==> src/rtl/greduce_acc_pkg.sv <==
// Shared encodings and helpers for the greduce_acc word-stream reducer.
package greduce_acc_pkg;

  typedef enum logic [1:0] {
    MODE_OR  = 2'b00,
    MODE_AND = 2'b01,
    MODE_XOR = 2'b10,
    MODE_NOR = 2'b11
  } mode_e;

  typedef enum logic [1:0] {
    IDLE  = 2'b00,
    ACCUM = 2'b01,
    DONE  = 2'b10
  } state_e;

  // Per-bit identity of the fold: all-ones for AND, zero for OR/XOR/NOR.
  function automatic logic identity_bit(input mode_e m);
    return (m == MODE_AND);
  endfunction

  // NOR is folded as OR; the inversion is applied once to the final word.
  function automatic mode_e fold_mode(input mode_e m);
    return (m == MODE_NOR) ? MODE_OR : m;
  endfunction

endpackage

==> src/rtl/greduce_acc_glogic_n.sv <==
// Combinational WIDTH-bit bitwise gate: OR, AND, XOR or NOR of a and b.
module glogic_n
  import greduce_acc_pkg::*;
#(
  parameter int WIDTH = 16
) (
  input  logic [WIDTH-1:0] a,
  input  logic [WIDTH-1:0] b,
  input  logic [1:0]       mode,
  output logic [WIDTH-1:0] y
);

  genvar gi;
  generate
    for (gi = 0; gi < WIDTH; gi++) begin : g_bit
      always_comb begin
        case (mode_e'(mode))
          MODE_OR:  y[gi] = a[gi] | b[gi];
          MODE_AND: y[gi] = a[gi] & b[gi];
          MODE_XOR: y[gi] = a[gi] ^ b[gi];
          default:  y[gi] = ~(a[gi] | b[gi]);
        endcase
      end
    end
  endgenerate

endmodule

==> src/rtl/greduce_acc.sv <==
// Folds a handshaked stream of len words with OR/AND/XOR/NOR and presents
// the reduced word and word count on a valid/ready result port.
module greduce_acc
  import greduce_acc_pkg::*;
#(
  parameter int WIDTH = 16,
  parameter int LEN_W = 8
) (
  input  logic             clk,
  input  logic             reset,
  input  logic             start,
  input  logic [1:0]       mode,
  input  logic [LEN_W-1:0] len,
  input  logic             in_valid,
  output logic             in_ready,
  input  logic [WIDTH-1:0] in_data,
  output logic             out_valid,
  input  logic             out_ready,
  output logic [WIDTH-1:0] out_y,
  output logic [LEN_W-1:0] out_count,
  output logic             busy
);

  state_e           state_q;
  mode_e            mode_q;
  logic [LEN_W-1:0] len_q;
  logic [LEN_W-1:0] cnt_q;
  logic [WIDTH-1:0] acc_q;
  logic [WIDTH-1:0] out_y_q;
  logic [LEN_W-1:0] out_count_q;

  logic [WIDTH-1:0] acc_d;
  logic [WIDTH-1:0] fin_d;
  logic [LEN_W-1:0] cnt_d;
  logic [WIDTH-1:0] ident_d;
  mode_e            start_mode;

  assign start_mode = mode_e'(mode);
  assign ident_d    = {WIDTH{identity_bit(start_mode)}};

  glogic_n #(.WIDTH(WIDTH)) u_logic (
    .a    (acc_q),
    .b    (in_data),
    .mode (fold_mode(mode_q)),
    .y    (acc_d)
  );

  assign fin_d = (mode_q == MODE_NOR) ? ~acc_d : acc_d;
  assign cnt_d = cnt_q + {{(LEN_W-1){1'b0}}, 1'b1};

  always_ff @(posedge clk) begin
    if (reset) begin
      state_q     <= IDLE;
      mode_q      <= MODE_OR;
      len_q       <= '0;
      cnt_q       <= '0;
      acc_q       <= '0;
      out_y_q     <= '0;
      out_count_q <= '0;
    end else begin
      case (state_q)
        IDLE: begin
          if (start) begin
            mode_q <= start_mode;
            len_q  <= len;
            acc_q  <= ident_d;
            cnt_q  <= '0;
            if (len == '0) begin
              // Empty operation: the result is the identity, inverted for NOR.
              out_y_q     <= (start_mode == MODE_NOR) ? ~ident_d : ident_d;
              out_count_q <= '0;
              state_q     <= DONE;
            end else begin
              state_q <= ACCUM;
            end
          end
        end
        ACCUM: begin
          if (in_valid) begin
            acc_q <= acc_d;
            cnt_q <= cnt_d;
            if (cnt_d == len_q) begin
              out_y_q     <= fin_d;
              out_count_q <= len_q;
              state_q     <= DONE;
            end
          end
        end
        DONE: begin
          if (out_ready) state_q <= IDLE;
        end
        default: state_q <= IDLE;
      endcase
    end
  end

  assign in_ready  = (state_q == ACCUM);
  assign out_valid = (state_q == DONE);
  assign busy      = (state_q != IDLE);
  assign out_y     = out_y_q;
  assign out_count = out_count_q;

endmodule

==> config.mk <==
export PLATFORM = sky130hd
export DESIGN_NAME = greduce_acc
export DESIGN_NICKNAME = d
export VERILOG_FILES = /design/src/rtl/greduce_acc_pkg.sv /design/src/rtl/greduce_acc_glogic_n.sv /design/src/rtl/greduce_acc.sv
export SDC_FILE = /design/constraint.sdc
export NUM_CORES = 1
export LEC_CHECK = 0
export CORE_UTILIZATION = 45
export CTS_CLUSTER_SIZE = 20
export DETAILED_ROUTE_END_ITERATION = 7
export PLACE_DENSITY = 0.7
export SLEW_MARGIN = 30
export SYNTH_ARGS = -nofsm -noshare
export SYNTH_HDL_FRONTEND = slang
export SYNTH_SLANG_ARGS = --single-unit
export TNS_END_PERCENT = 30
==> constraint.sdc <==
create_clock -name clk -period 4.95 [get_ports clk]
set_clock_uncertainty 0.1 [all_clocks]
set_input_delay 0.99 -clock clk [delete_from_list [all_inputs] [get_ports clk]]
set_output_delay 0.99 -clock clk [all_outputs]
set_load 0.02 [all_outputs]
==> results of run 1 <==
## layout make-up
cell class                      instances  area, sq um  area share (%)
Inverter                               55        206.4           4.385
Sequential cell                        60         1201           25.51
Timing Repair Buffer                   60        593.1           12.60
Clock inverter                          6        112.6           2.392
Clock buffer                           10        127.6           2.711
Multi-Input combinational cell        333         2336           49.61
Tap cell                              105        131.4           2.790
## through the flow
| stage | hold slack, ns | area, sq um | power, mW | utilization, % |
|---|---|---|---|---|
| floorplan | 0.3602 | 3902 | 0.7754 | - |
| global placement | 0.3481 | 4464 | 0.8714 | 53.79 |
| detailed placement | 0.3547 | 4464 | 0.8845 | 53.79 |
| CTS | 0.3644 | 4705 | 1.424 | 56.69 |
| global route | 0.3717 | 4708 | 1.488 | 56.73 |
| finish | 0.3610 | 4708 | 1.421 | 56.73 |
## state kept, by name, summed over array words and instances, names as in the netlist
signal,cells
state_q,2
out_y,16
cnt_q,8
len_q,8
out_count,8
acc_q,16
mode_q,2
## placed cells by master, fill, tap and decap left out, types with 3 or more instances in the layout
cell type	instances
sky130_fd_sc_hd__ha_1	37
sky130_fd_sc_hd__a22oi_1	32
sky130_fd_sc_hd__xor2_1	20
sky130_fd_sc_hd__o21ai_0	50
sky130_fd_sc_hd__xnor2_1	4
sky130_fd_sc_hd__clkdlybuf4s50_1	57
sky130_fd_sc_hd__and2_1	4
sky130_fd_sc_hd__dfxtp_1	60
sky130_fd_sc_hd__nor2_1	18
sky130_fd_sc_hd__nor3_1	4
sky130_fd_sc_hd__clkbuf_8	9
sky130_fd_sc_hd__mux2i_1	17
sky130_fd_sc_hd__a32o_1	8
sky130_fd_sc_hd__bufinv_16	3
sky130_fd_sc_hd__buf_4	3
sky130_fd_sc_hd__nand2_1	65
sky130_fd_sc_hd__a21oi_1	35
sky130_fd_sc_hd__inv_1	53
## report_power, final
group          switching, mW  internal (mW)  total [mW]
registers             0.0306          0.517       0.547
logic                  0.194          0.138       0.332
clock network          0.207          0.335       0.542
## cells by family after synthesis
group	count (synthesis)	share of synthesized area (%)
xor+xnor	25	5.803
compound gates	141	23.85
mux	18	4.713
buf+inv	87	9.458
flops	60	30.78
simple gates	112	13.53
fa+ha+maj	37	11.86
## synthesized netlist by cell type, drive strengths merged, types with 2 or more instances
cell type / count / area share, %
nand2: 65 / 6.3
dfxtp: 60 / 31
inv: 54 / 5.2
o21ai: 54 / 7.0
ha: 37 / 12
a21oi: 35 / 4.5
a22oi: 33 / 6.7
clkbuf: 21 / 2.0
xor2: 20 / 4.5
nor2: 19 / 1.9
mux2i: 18 / 4.7
buf: 9 / 1.7
a32o: 8 / 2.1
nor3: 5 / 0.77
xnor2: 5 / 1.3
and2: 4 / 0.64
nand3: 3 / 0.71
and3: 2 / 0.32
and4: 2 / 0.45
dlygate4sd1: 2 / 0.45
nand2b: 2 / 0.32
nor4: 2 / 0.32
o21a: 2 / 0.42
or4: 2 / 0.38
## worst min-delay path, delay by kind of cell, from the launching register on
family	cells	cell delay, ns
AND/OR/NAND/NOR	1	0.05
flip-flops	1	0.31
multiplexers	1	0.05
## routing by layer
layer,global-route usage [%],vias up,wire [um]
li1,-,1714,-
met1,30.89,1610,4446
met2,34.29,129,4458
met3,5.981,12,686
met4,6.566,0,155
met5,0,-,0
## final timing paths
| path | end | startpoint |
|---|---|---|
| worst max-delay path | in_ready | state_q[0] |
| worst min-delay path | out_y[0] | out_y[0] |
| worst max register to register | out_y[13] | cnt_q[0] |
| worst min register to register | out_y[0] | out_y[0] |
==> results.md, run 1 <==
- The flow ran to the end, and the final reports show no timing, DRC or antenna violations.
- For the pin with the worst max-slew slack, the measured transition is about 0.91 ns.
- Entering global routing, the biggest net connects 25 pins.
- The critical path buffer and inverter count is 2.
- The setup check on the worst reg-to-reg path leaves a slack of ~2.1 ns.
- In this run the power density over the cells is between 300 and 400 nW/um^2.
- The min-delay analysis places its worst path in the category flip-flop to flip-flop.
- The startpoint class of the critical path is a flip-flop.
- The worst IR drop on VDD is between 100 and 150 uV.
- During I/O placement, the number of pins put on the boundary was 58.
- The worst-skew pair later-pin latency is approximately 0.34 ns.
- Across all setup checks in the final design, the least slack found is 1.605 ns.
- Once detail routing completed, the nets flagged for antenna violations numbered 0.
- The number of gates resized after CTS was 0.
- The final number of max-transition violations is 0.
- Counting the buffers created by CTS gives 9.
- The critical path is of the flip-flop to primary output type.
- The kind of cell with the highest combined delay along the critical path is buffers and inverters.
- The die height is between 90 and 100 um.
- Setup repair after global routing left no endpoint under its margin.
- Buffers added to address setup during post-CTS repair amount to 0.
- The final hold violation count was 0.
- Of the cells placed in the final design, the portion with a size suffix greater than 1 is under 10%.
- The aggregate global-route resource usage is between 20 and 25%.
- The cell at the root of the clock tree is sky130_fd_sc_hd__clkbuf_8.
- Among all stages on the critical path, the largest delay is contributed by sky130_fd_sc_hd__clkdlybuf4s50_1.
- Measured against its own limit, the worst slew margin works out to between 30% and 40%.
- Timing analysis after detailed placement gives a worst setup slack of 1.598 ns.
- In this run the number of cells on the critical path is 3.
- The clock transition at the registers of the reported paths is about 0.070 ns.
- Input and output buffers added on the ports amount to between 50 and 60.
- Synthesis inferred 60 register bits.
- The highest clock rate is 0.2990 GHz.
- Max-cap violations in this run came to 0.
- The leakage power total is around 2.1 nW.
- Clock tree synthesis found a total of 60 sinks.
- In this run the worst path has a maximum fanout of 19.
- The synthesized instance count is between 400 and 500.
- The number of cells in the design after placement is slightly above 600.
- The share of the yosys chip area belonging to registers is 30.78%.
- For this configuration, the core starts out at a cell density of around 47%.
- The proportion of synthesized flip-flops having asynchronous set or reset is 0%.
- After floorplanning, the core was sized to cover a little over 8000 sq um.
- The count of different cell masters after synthesis is 53.
- The synthesized netlist net count is approximately 550.
- The kind of end point of the critical path is a primary output.
- The dominant synthesized flop cell is sky130_fd_sc_hd__dfxtp_1.
- The final layout contains between 500 and 600 nets.
- Dividing the detail-routed wire length by the instance count gives approximately 15 um.
- The clock tree from TritonCTS is yes.
- The area added between synthesis and finish is 20.65%.
- The via count of the first global-routing pass came to 3186.
- After layout, the minimum clock period comes to about 3.3 ns.
- The mean instance size in the synthesized netlist is 8.130 sq um.
- The number of antenna violations at the first check in global routing was 0.
- The initialized floorplan defines 33 standard-cell rows.
- Walking the worst path, the cells encountered are nand2b_1 -> inv_2 -> clkdlybuf4s50_1.
- For this run, the slowest stage of the critical path takes between 0.6 and 0.7 ns.
- In this run, synthesis inferred 0 flip-flops with an integrated enable.
- The die extent in x is 95.13 um.
- The count of cells along the worst hold path is 2.
- Hold repair after CTS inserted 0 buffers.
- After routing, the total negative slack on setup checks comes to 0 ns.
- The worst-case reg-to-reg path depth is 7.
- The first global-routing pass estimated roughly 16000 um of wire.
- The total standard cell area after synthesis is a little under 4000 sq um.
- The number of filler instances in the final layout is around 750.
- The required time reported for the critical path endpoint is between 3 and 4 ns.
- The first routing iteration left a little over 200 violations.
- The HPWL after detailed placement is between 6000 and 7000 um.
- The arrival time at the worst endpoint is approximately 2.3 ns.
- The floorplan step defined a die boundary enclosing around 9000 sq um.
- Before antenna repair, the detailed router went through 5 iterations.
- The Yosys step of the flow raised 0 warnings.
- The vias after detailed routing is between 3000 and 4000.
- The setup violation total in the final timing report is 0.
- The largest buffer count on any clock path is 2.
- The number of levels the H-tree was split into is 3.
- Dividing the detail-routed via count by the number of cells gives between 5 and 6.
- The total global routing overflow is 0.
- The number of diodes added for antenna fixing is 0.
- The congestion estimate from routability-driven global placement came to ~0.84.
- The detailed-route DRC error count is 0.
- After layout, the worst path uses around 68% of the clock period.
- Excluding fillers, the count of instances in the completed layout stands at 629.
- The aggregate routed wire length is between 9000 and 10000 um.
Power figures use the tool's default switching activity.
==> run 2: changes to the inputs <==
==> constraint.sdc (replaced) <==
create_clock -name clk -period 3.33 [get_ports clk]
set_clock_uncertainty 0.1 [all_clocks]
set_input_delay 0.666 -clock clk [delete_from_list [all_inputs] [get_ports clk]]
set_output_delay 0.666 -clock clk [all_outputs]
set_load 0.02 [all_outputs]
==> results.md, run 2 (same netlist as run 1, synthesis figures left out) <==
- The worst-case reg-to-reg path depth is 8.
- In this run the number of H-tree levels came out at 3.
- The total CTS buffers is 9.
- The clock transition at the registers of the reported paths is roughly 0.07 ns.
- The number of hold-repair buffers added at the cts stage is 0.
- The cell at the root of the clock tree is sky130_fd_sc_hd__clkbuf_8.
- The detail-routed via count per cell is around 5.4.
- For the pin with the worst max-slew slack, the measured transition is 0.9082 ns.
- The first detailed-routing pass took 5 iterations.
- Relative to the synthesized area, the layout overhead comes to 19.91%.
- The first global-routing pass estimated 16190 um of wire.
- The die outline area is just over 9000 sq um.
- Subtracting the final worst setup slack from the clock period gives 2.701 ns.
- The path class of the lowest-slack min-delay path is flip-flop to flip-flop.
- The worst setup path is captured at a flip-flop.
- In this run the critical register-to-register path is launched from cnt_q[0].
- Entering global routing, the biggest net connects 30 pins.
- Pin placement for this block handled 58 I/O pins.
- Along the worst hold path, the cell count comes to 2.
- For the worst setup path, the data arrival time is between 2 and 3 ns.
- The sum of met3 wire segment lengths after detailed routing is 519 um.
- TritonCTS built the clock tree.
- Once detailed placement completed, the half-perimeter wirelength came to between 6000 and 7000 um.
- The worst IR drop on VDD is ~220 uV.
- The final number of max-transition violations was 0.
- The detailed-route DRC error count is 0.
- The final hold violation count was 0.
- The final-stage net count is around 590.
- The setup slack of the most critical reg-to-reg path is 0.63 ns.
- Of the cells placed in the final design, the portion with a size suffix greater than 1 is 7.170%.
- The setup path with the least slack is of type flip-flop to flip-flop.
- The remaining antenna violation count is 0.
- In the finished design, the share of the clock period the worst path needs comes to around four fifths.
- The design draws between 1.5 and 2 mW.
- For this design the ratio of total power to cell area is approximately 400 nW/um^2.
- Across the run, the number of max-cap violations was 0.
- The number of standard-cell rows in the floorplan is 33.
- The startpoint identified for the worst hold timing path is out_y[8].
- The run finished with clean final reports.
- For the final routed database, the setup TNS stands at 0 ns.
- The post-cts resize count is 0.
- Once the floorplan was initialized, standard cells occupied a little under half of the core.
- The die extent in x is about 95 um.
- Of all nets on the critical path, the largest fanout is 16.
- The detailed router used layers up to and including met4.
- Summed over all cells, the static leakage comes to ~2.1 nW.
- The iteration-0 DRC count of the detailed router is roughly 220.
- The via count of the first global-routing pass was 3240.
- In the final routed layout, each cell accounts on average for between 15 and 20 um.
- The routed design has between 9000 and 10000 um of wire.
- The capturing point of the worst reg2reg path is out_y[7].
- The routed length on met1 is about 4700 um.
- The library cell used most frequently in the layout, excluding fill and tap cells, is sky130_fd_sc_hd__nand2_1.
- STA puts the critical path data required time at roughly 3.5 ns.
- The worst-skew pair later-pin latency is ~0.33 ns.
- The number of setup buffers added after CTS is 0.
- The aggregate global-route resource usage is around 23%.
- The repair_antennas step left the layout with diodes totalling 0.
- In the layout the commonest cells are sky130_fd_sc_hd__nand2_1, sky130_fd_sc_hd__dfxtp_1, sky130_fd_sc_hd__clkdlybuf4s50_1, sky130_fd_sc_hd__inv_1, sky130_fd_sc_hd__o21ai_0.
- Setup repair after global routing left no endpoint under its margin.
- The worst slew margin relative to its limit is between 30% and 40%.
- Setup violations remaining at the end of the flow were counted as 0.
- The routability congestion estimate from global placement is 0.8217.
- In the detailed route, the total length drawn on met2 is between 4000 and 5000 um.
- The number of input and output port buffers inserted is 57.
- The total overflow left after global routing is 0.
- The clock passes through at most 2 buffers.
- The highest clock rate is between 0.3 and 0.4 GHz.
- The core area is a little over 8000 sq um.
- The clock sink total is 60.
- The terminating pin of the worst hold path is out_y[8].
- The vias after detailed routing is around 3500.
- The die is roughly 95 um tall.
- The number of antenna violations at the first check in global routing is 0.
- STA classifies the critical path startpoint as a flip-flop.
## run 2: cell types whose count changed in the layout (fill, tap and decap cells not counted), sizes merged
cell      before  now
clkinv         4    3
clkbuf        10   12
buf            3    9
clkinvlp       0    2
bufinv         3    0
## run 2: power breakdown
group          internal, mW  total [mW]  switching [mW]
combinational         0.211       0.500           0.290
sequential            0.768       0.811          0.0429
clock                 0.288       0.583           0.294
## run 2: final cells by class
cell class | count | area, sq um
Tap cell | 105 | 131.4
Sequential cell | 60 | 1201
Clock inverter | 4 | 25.02
Timing Repair Buffer | 66 | 638.1
Multi-Input combinational cell | 333 | 2332
Clock buffer | 12 | 145.1
Inverter | 55 | 206.4
Fill cell | 724 | 3620
## run 2: worst max-delay path, stage by stage (launching register included)
cell	delay, ns
sky130_fd_sc_hd__dfxtp_1	0.55
sky130_fd_sc_hd__ha_1	0.29
sky130_fd_sc_hd__buf_4	0.18
sky130_fd_sc_hd__a21oi_1	0.05
sky130_fd_sc_hd__o311ai_1	0.23
sky130_fd_sc_hd__and2_1	0.29
sky130_fd_sc_hd__a21boi_4	0.09
sky130_fd_sc_hd__a22oi_4	0.58
sky130_fd_sc_hd__mux2i_1	0.25
## run 2: metal layers
| layer | global-route usage [%] | vias up |
|---|---|---|
| met3 | 4.147 | 19 |
| met1 | 33.20 | 1599 |
| li1 | - | 1728 |
| met2 | 34.82 | 110 |
| met4 | 7.449 | 0 |
| met5 | 0 | - |
## run 2: through the flow
| step | instance area [sq um] | hold WS, ns | worst slack [ns] | utilization, % | instances |
|---|---|---|---|---|---|
| finish | 4679 | 0.3588 | 0.6292 | 56.38 | 635 |
| global route | 4679 | 0.3818 | 0.3939 | 56.38 | 635 |
| CTS | 4679 | 0.3639 | 0.6347 | 56.38 | 635 |
| detailed placement | 4509 | 0.3543 | 0.4498 | 54.33 | 619 |
| global placement | 4509 | 0.3486 | 0.4728 | 54.33 | 619 |
| floorplan | 3902 | 0.3602 | 1.001 | - | 480 |
## run 2: how the worst max path moves through the flow
stage	cells after the start	start	endpoint
after floorplan	7	len[3]	out_y[10]
after global placement	7	len[3]	out_y[7]
after detailed placement	7	len[3]	out_y[7]
after CTS	8	cnt_q[0]	out_y[3]
after global routing	8	cnt_q[0]	out_y[3]
final	8	cnt_q[0]	out_y[7]
==> run 3: changes to the inputs <==
--- a/config.mk
+++ b/config.mk
@@ -8,7 +8,7 @@
 export CORE_UTILIZATION = 45
 export CTS_CLUSTER_SIZE = 20
 export DETAILED_ROUTE_END_ITERATION = 7
-export PLACE_DENSITY = 0.7
+export PLACE_DENSITY = 0.73
 export SLEW_MARGIN = 30
 export SYNTH_ARGS = -nofsm -noshare
 export SYNTH_HDL_FRONTEND = slang
==> constraint.sdc (replaced) <==
create_clock -name clk -period 2.4 [get_ports clk]
set_clock_uncertainty 0.1 [all_clocks]
set_input_delay 0.48 -clock clk [delete_from_list [all_inputs] [get_ports clk]]
set_output_delay 0.48 -clock clk [all_outputs]
set_load 0.02 [all_outputs]
==> results.md, run 3 (same netlist as run 1, synthesis figures left out) <==
- After the first detailed-routing iteration, the DRC count stood at around 220.
- Clock tree synthesis inserted a total of 9 buffers.
- The filler cells instantiated in the layout total about 760.
- The aggregate global-route resource usage is ~22%.
- The final layout contains 614 nets.
- The clock passes through at most 2 buffers.
- The core area is around 8300 sq um.
- The number of levels the H-tree was split into is 3.
- The number of cells in the design after placement is 639.
- After routing the design area is between 4000 and 5000 sq um.
- The number of standard-cell rows in the floorplan is 33.
- For this design the static power due to leakage is 2.224 nW.
- The die height is about 95 um.
- The min-delay analysis places its worst path in the category flip-flop to flip-flop.
- The area growth from synthesis to layout is 26.45%.
- The run finished with clean final reports.
- The most common cell after layout, fill and taps aside is sky130_fd_sc_hd__nand2_1.
- The remaining antenna violation count is 0.
- The worst-skew pair later-pin latency is between 0.3 and 0.4 ns.
- Clock tree synthesis found a total of 60 sinks.
- The number of input and output port buffers inserted is 57.
- The via count of the first global-routing pass is ~3300.
- The maximum number of pins on one net before global-route repair is 35.
- The average wire length per cell after detail routing is ~14 um.
- For this configuration, the core starts out at a cell density of about 47%.
- The routed design has 9452 um of wire.
- The worst IR drop on VDD is ~330 uV.
- The die is roughly 95 um wide.
- The first global-routing pass estimated roughly 16000 um of wire.
- The final number of max-transition violations is 0.
- The total overflow left after global routing is 0.
- The highest clock rate is 0.4397 GHz.
- The die outline area is about 9000 sq um.
- The worst slew margin relative to its limit is between 40 and 50%.
- The vias after detailed routing is about 3600.
- After detailed routing, the number of remaining DRC violations is 0.
- The clock tree from TritonCTS is yes.
- The setup violation total in the final timing report is 0.
- The post-route non-filler standard cell count is 656.
- The setup path with the least slack is of type flip-flop to primary output.
- The detail-routed via count per cell is roughly 5.4.
- Clock-pin slew was measured on the worst setup and hold paths at roughly 0.07 ns.
- The tool flagged a number of max-cap violations equal to 0.
- At the worst endpoint, the arrival time is between 1.5 and 2 ns.
- STA classifies the critical path endpoint as a primary output.
- The number of antenna violations at the first check in global routing came to 0.
- The power per cell area is 607.4 nW/um^2.
- Setup repair after global routing left no endpoint under its margin.
- The worst setup path is launched from a flip-flop.
- For the worst setup path, the data required time is 1.82 ns.
- Once detailed placement completed, the half-perimeter wirelength came to between 6000 and 7000 um.
- The number of diodes added for antenna fixing is 0.
- The largest fanout on the critical path is 8.
- In this run the count of I/O pins placed on the die edge is just under 60.
- The actual slew at the worst max-slew pin is around 0.8 ns.
- The cell at the root of the clock tree is sky130_fd_sc_hd__clkbuf_8.
- The total placed instance area is roughly 4700 sq um.
- The tightest hold path in the finished design has a slack of approximately 0.36 ns.
- Leaving out fill and tap cells, the most frequent cells in the layout are sky130_fd_sc_hd__nand2_1, sky130_fd_sc_hd__dfxtp_1, sky130_fd_sc_hd__clkdlybuf4s50_1, sky130_fd_sc_hd__inv_1, sky130_fd_sc_hd__o21ai_0.
- Dividing the final minimum period by the clock period gives 94.76%.
- For the finished layout, the period the worst path requires is between 2 and 2.5 ns.
- The routability congestion estimate from global placement is roughly 0.91.
- The final hold violation count is 0.
- Cells with a size suffix above 1 make up a little under an eighth of the layout.
- Before antenna repair, the detailed router went through 5 iterations.
[run 3: changes by cell type in the layout (fill, tap and decap cells not counted), sizes merged]
cell      delta
clkbuf       -3
buf         +21
clkinvlp     -1
inv          +1
bufinv       +3
[run 3: path summary, 6_finish.rpt]
check	slack, ns	from	to	cells past startpoint
worst max register to register	0.14	cnt_q[0]	out_count[0]	8
worst min-delay path	0.36	out_y[1]	out_y[1]	2
worst min register to register	0.36	out_y[1]	out_y[1]	2
worst max-delay path	0.13	state_q[1]	in_ready	3
[run 3: through the flow]
| stage | TNS (ns) | power, mW | utilization [%] | worst slack [ns] |
|---|---|---|---|---|
| final | 0 | 2.997 | 59.46 | 0.1257 |
| after global routing | 0 | 3.148 | 59.46 | 0.01614 |
| after detailed placement | -4.872 | 1.855 | 56.14 | -0.2267 |
| after global placement | -4.095 | 1.827 | 56.14 | -0.1853 |
| after CTS | 0 | 3.001 | 59.38 | 0.02782 |
| after floorplan | 0 | 1.599 | - | 0.1156 |
[run 3: report_power, final]
part	switching (mW)	internal (mW)
registers	0.0553	1.07
logic	0.407	0.319
clock network	0.454	0.697
total	0.916	2.08
[run 3: final cells by class]
cell class | count | area, sq um | share of cell area (%)
clock inverter | 7 | 123.9 | 2.510
tap | 105 | 131.4 | 2.662
clock buffer | 9 | 123.9 | 2.510
timing repair buffer | 87 | 808.3 | 16.38
sequential | 60 | 1204 | 24.39
inverter | 55 | 206.4 | 4.184
multi-input combinational | 333 | 2337 | 47.36
[run 3: metal layers]
layer,GRT usage [%],routed length (um),vias to the layer above
met2,34.35,4255,110
met1,30.71,4464,1662
met4,7.955,189,0
met5,0,0,-
met3,4.944,542,16
li1,-,-,1773
[run 3: repair_timing]
| action | 4_1_cts | 5_1_grt |
|---|---|---|
| hold buffers | 0 | 0 |
| pin swaps | 1 | 1 |
| buffers inserted | 1 | 0 |
| setup endpoints to repair | 24 | 11 |
| hold endpoints to repair | 0 | 0 |
| gates cloned | 0 | 0 |
| resized for setup | 1 | 4 |
[run 3: worst max-delay path: stages, from the launching register on]
cell	delay [ns]
sky130_fd_sc_hd__dfxtp_1	0.36
sky130_fd_sc_hd__nand2b_1	0.19
sky130_fd_sc_hd__inv_2	0.16
sky130_fd_sc_hd__clkdlybuf4s50_1	0.64
